`src/rtl/regfile_wb_arbiter_pkg.sv`:
```
// Shared definitions for the register-file writeback arbiter.
// Holds default widths, the zero-register index and the arbiter state encoding.
package regfile_wb_arbiter_pkg;

    localparam int WB_DATA_W = 32;
    localparam int WB_ADDR_W = 5;
    localparam int ZERO_RG   = 0;

    typedef enum logic {
        NORMAL = 1'b0,
        FORCED = 1'b1
    } wb_state_t;

endpackage

```
`src/rtl/regfile_wb_arbiter_starve_counter.sv`:
```
// Starvation counter for the writeback arbiter's low-priority source.
// Ports: Clock, Reset (sync, active-low), i_live1, i_grant1 -> o_force.
module wb_starve_counter #(
    parameter int STARVE_LIMIT = 4,
    parameter int CNT_W        = 3
) (
    input  logic Clock,
    input  logic Reset,
    input  logic i_live1,
    input  logic i_grant1,
    output logic o_force
);

    localparam logic [CNT_W-1:0] LAST = CNT_W'(STARVE_LIMIT - 1);

    logic [CNT_W-1:0] r_cnt;
    logic             w_inc;

    assign w_inc   = i_live1 && !i_grant1;
    // The denial that would reach the limit requests a forced grant instead.
    assign o_force = w_inc && (r_cnt == LAST);

    always_ff @(posedge Clock) begin
        if (!Reset) begin
            r_cnt <= '0;
        end else if (o_force || !w_inc) begin
            r_cnt <= '0;
        end else begin
            r_cnt <= r_cnt + 1'b1;
        end
    end

endmodule

```
`src/rtl/regfile_wb_arbiter.sv`:
```
// Arbitrates the register file's single write port between two sources.
// Ports: Src0*/Src1* request+Ready, RegWrite/WriteRg/WriteData to the RF, Forced.
module regfile_wb_arbiter
    import regfile_wb_arbiter_pkg::*;
#(
    parameter int DATA_W       = WB_DATA_W,
    parameter int ADDR_W       = WB_ADDR_W,
    parameter int STARVE_LIMIT = 4,
    parameter int CNT_W        = 3
) (
    input  logic              Clock,
    input  logic              Reset,
    input  logic              Src0Valid,
    input  logic [ADDR_W-1:0] Src0Rg,
    input  logic [DATA_W-1:0] Src0Data,
    output logic              Src0Ready,
    input  logic              Src1Valid,
    input  logic [ADDR_W-1:0] Src1Rg,
    input  logic [DATA_W-1:0] Src1Data,
    output logic              Src1Ready,
    output logic              RegWrite,
    output logic [ADDR_W-1:0] WriteRg,
    output logic [DATA_W-1:0] WriteData,
    output logic              Forced
);

    localparam logic [ADDR_W-1:0] ZRG = ADDR_W'(ZERO_RG);

    wb_state_t         r_state;
    logic              r_we;
    logic [ADDR_W-1:0] r_rg;
    logic [DATA_W-1:0] r_data;

    logic w_zero0;
    logic w_zero1;
    logic w_live0;
    logic w_live1;
    logic w_grant0;
    logic w_grant1;
    logic w_force;

    assign w_zero0 = Src0Valid && (Src0Rg == ZRG);
    assign w_zero1 = Src1Valid && (Src1Rg == ZRG);
    assign w_live0 = Src0Valid && (Src0Rg != ZRG);
    assign w_live1 = Src1Valid && (Src1Rg != ZRG);

    // FORCED flips the priority for exactly one cycle.
    assign w_grant1 = Reset && ((r_state == FORCED) ? w_live1
                                                    : (w_live1 && !w_live0));
    assign w_grant0 = Reset && w_live0 && !w_grant1;

    // Zero-register writes are absorbed without taking the write slot.
    assign Src0Ready = Reset && (w_zero0 || w_grant0);
    assign Src1Ready = Reset && (w_zero1 || w_grant1);

    wb_starve_counter #(
        .STARVE_LIMIT (STARVE_LIMIT),
        .CNT_W        (CNT_W)
    ) u_starve (
        .Clock    (Clock),
        .Reset    (Reset),
        .i_live1  (w_live1),
        .i_grant1 (w_grant1),
        .o_force  (w_force)
    );

    always_ff @(posedge Clock) begin
        if (!Reset) begin
            r_state <= NORMAL;
            r_we    <= 1'b0;
            r_rg    <= '0;
            r_data  <= '0;
        end else begin
            r_state <= w_force ? FORCED : NORMAL;
            r_we    <= w_grant0 || w_grant1;
            if (w_grant1) begin
                r_rg   <= Src1Rg;
                r_data <= Src1Data;
            end else if (w_grant0) begin
                r_rg   <= Src0Rg;
                r_data <= Src0Data;
            end
        end
    end

    assign RegWrite  = r_we;
    assign WriteRg   = r_rg;
    assign WriteData = r_data;
    assign Forced    = (r_state == FORCED);

endmodule
```
`config.mk`:
```
export PLATFORM = sky130hd
export DESIGN_NAME = regfile_wb_arbiter
export DESIGN_NICKNAME = d
export VERILOG_FILES = /design/src/rtl/regfile_wb_arbiter_pkg.sv /design/src/rtl/regfile_wb_arbiter_starve_counter.sv /design/src/rtl/regfile_wb_arbiter.sv
export SDC_FILE = /design/constraint.sdc
export NUM_CORES = 1
export LEC_CHECK = 0
export CORE_ASPECT_RATIO = 1.4
export CORE_MARGIN = 2
export CORE_UTILIZATION = 40
export CTS_CLUSTER_SIZE = 40
export DETAILED_ROUTE_END_ITERATION = 16
export PLACE_DENSITY_LB_ADDON = 0.1
export SLEW_MARGIN = 20
export SYNTH_ARGS = -nofsm -noshare
export SYNTH_HDL_FRONTEND = slang
export SYNTH_SLANG_ARGS = --single-unit
```
`constraint.sdc`:
```
create_clock -name Clock -period 4.1 [get_ports Clock]
set_input_delay 0.82 -clock Clock [delete_from_list [all_inputs] [get_ports Clock]]
set_output_delay 0.82 -clock Clock [all_outputs]
set_load 0.01 [all_outputs]
```
==> out/qor.yml <==
status: "complete, no violations"
grt_pass1_wl_um: 9510
p_per_area_nw_per_um2: 320
n_antenna_cell: 0
grt_use_total_pct: 21.9
drive_gt1_share_pct: 8.24
power_leakage_nw: 1.15
ys_ff_latch: 42
die_y_um: 85.8
start_util_pct: 41.8
period_share_pct: 83.0
finClkSkew_ns: 0.00931
rows: 29
syn-instance-count: 168
ys_types: 25
vias: 1898
postRouteAntennaNets: 0
synth_top_family_by_area: "compound AO/OA/AOI/OAI gates"
first_pass_iters: 4
path_clk_slew_ns: 0.07
antenna_found_initial: 0
clk_path_buf_depth: 2
cts.repair.resized: 0
drc: 0
rsz0062_at_grt: "no"
first_global_vias: 1935
clkLatencyLatePin_ns: 0.29
totalWireLength_um: 5860
clock_sinks: 42
hold_path.class: "flop to flop"
postCtsHoldBufs: 0
hpwl_um: 4110
hold_violations: 0
synthMuxAreaShare_pct: 0
worst-setup-path-type: "input pin to output port"
post_drt_via_cell_ratio: 5.57
synth_area_leaders: "dfxtp_1 (44%), o221a_1 (19%), o31a_1 (17%), o221a_2 (2.9%), buf_2 (1.8%)"
io_buffers: 118
drt_iter0_markers: 123
grt-ovfl-total: 0
fin_nets: 358
synth_area_um2: 1910
cts_buffers: 5
finalSetupViolCount: 0
final_cell_mix: "clkdlybuf4s50_1 (118), dfxtp_1 (42), o31a_1 (37)"
final_max_slew_viol_count: 0
yosysTopAreaCell: "dfxtp_1"
die_area_um2: 5360
required_ns: 3.28
crit_fanout: 5
crit_arrival_ns: 2.58
synth_compound_area_share_pct: 41.4
finalCriticalPeriod_ns: 3.40
netlist.area_leader.share_pct: 44.0
p_total_mw: 1.03
max_freq_ghz: 0.294
critPathLaunchType: "input pin"
max-cap-violations: 0
syn_to_final_growth_pct: 67.8
grt_max_degree: 39
syn_nets: 248
postCtsSetupBuffers: 0
slew_headroom_pct: 63.7
synthAdderAreaFrac_pct: 1.31
fin_setup_tns_ns: 0
layout_commonest_cell: "clkdlybuf4s50_1"
cts_tree: "built"
ctsHtreeMaxLevel: 2
cts_root_buffer: "clkbuf_8"
ys_seq_area_share_pct: 44.0
ys.warnings.count: 0
synth_xor_area_share_pct: 0
syn_avg_cell_area_um2: 11.4
fp.dieW_um: 62.5
tightest_slew_ns: 0.544
endpoint_kind: "output port"
peakVddDrop_uv: 177
wire_per_inst_um: 17.2
gp_congestion: 0.780
ios: 119
fp.coreArea_um2: 4570
synth-simple-area-share_pct: 7.19
==> where the power goes <==
part           leakage, nW  switching [mW]  total, mW  internal [mW]
logic                0.750          0.0891      0.251          0.162
registers            0.350          0.0157      0.455          0.440
clock network       0.0514           0.139      0.321          0.182
total                 1.15           0.244       1.03          0.783
==> synth_stat cells (all sizes together) <==
cell,n
a21bo,1
a21boi,1
a21oi,3
a31oi,1
and2,1
and3,4
and4,1
buf,11
clkbuf,8
dfxtp,42
ha,2
inv,3
nand2,5
nand2b,2
nand4b,1
nor2,5
nor3,1
nor4,1
o21ai,1
o221a,37
o31a,37
==> metrics by stage <==
step	area [µm²]	worst slack [ns]	hold slack (ns)	util, %	instances
after floorplan	1910	1.72	0.399	-	168
after global placement	3100	0.710	0.414	67.8	333
after detailed placement	3100	0.718	0.414	67.8	333
after CTS	3210	0.696	0.427	70.2	341
after global routing	3210	0.635	0.456	70.2	341
final	3210	0.696	0.421	70.2	341
==> critical path, stage by stage <==
cell             delay (ns)
clkdlybuf4s50_1        0.47
nor4_4                 0.40
a21boi_2               0.15
a31oi_1                0.19
clkdlybuf4s50_1        0.56
==> flip-flops by register name (all words and copies together), names as in the netlist <==
name            count
Forced              1
RegWrite            1
WriteData          32
WriteRg             5
u_starve.r_cnt      3
==> layer usage <==
metal,up-vias,wire [µm],track usage [%]
li1,914,-,-
met1,899,2440,26.6
met2,81,2970,38.6
met3,4,395,4.46
met4,0,66,7.07
met5,-,0,0
==> worst paths after layout <==
kind,start,end,slack (ns),cells past startpoint
setup / recovery,Src1Rg[3],Src0Ready,0.70,5
hold / removal,u_starve.r_cnt[0],u_starve.r_cnt[0],0.42,1
setup reg to reg,Forced,WriteData[14],2.28,5
hold reg to reg,u_starve.r_cnt[0],u_starve.r_cnt[0],0.42,1
==> layout make-up <==
cell class                 instances  area (µm²)
fill                             393        1360
timing repair buffer             122        1210
multi-input combinational        104         958
sequential                        42         841
tap                               62        77.6
clock buffer                       6        72.6
clock inverter                     2        37.5
inverter                           3        11.3
==> cells by family after synthesis <==
group                    count (synthesis)
AND/OR/NAND/NOR                         21
AO/OA/AOI/OAI                           81
buffers and inverters                   22
flip-flops                              42
adder cells (fa/ha/maj)                  2
(Power assumes the default switching activity.)
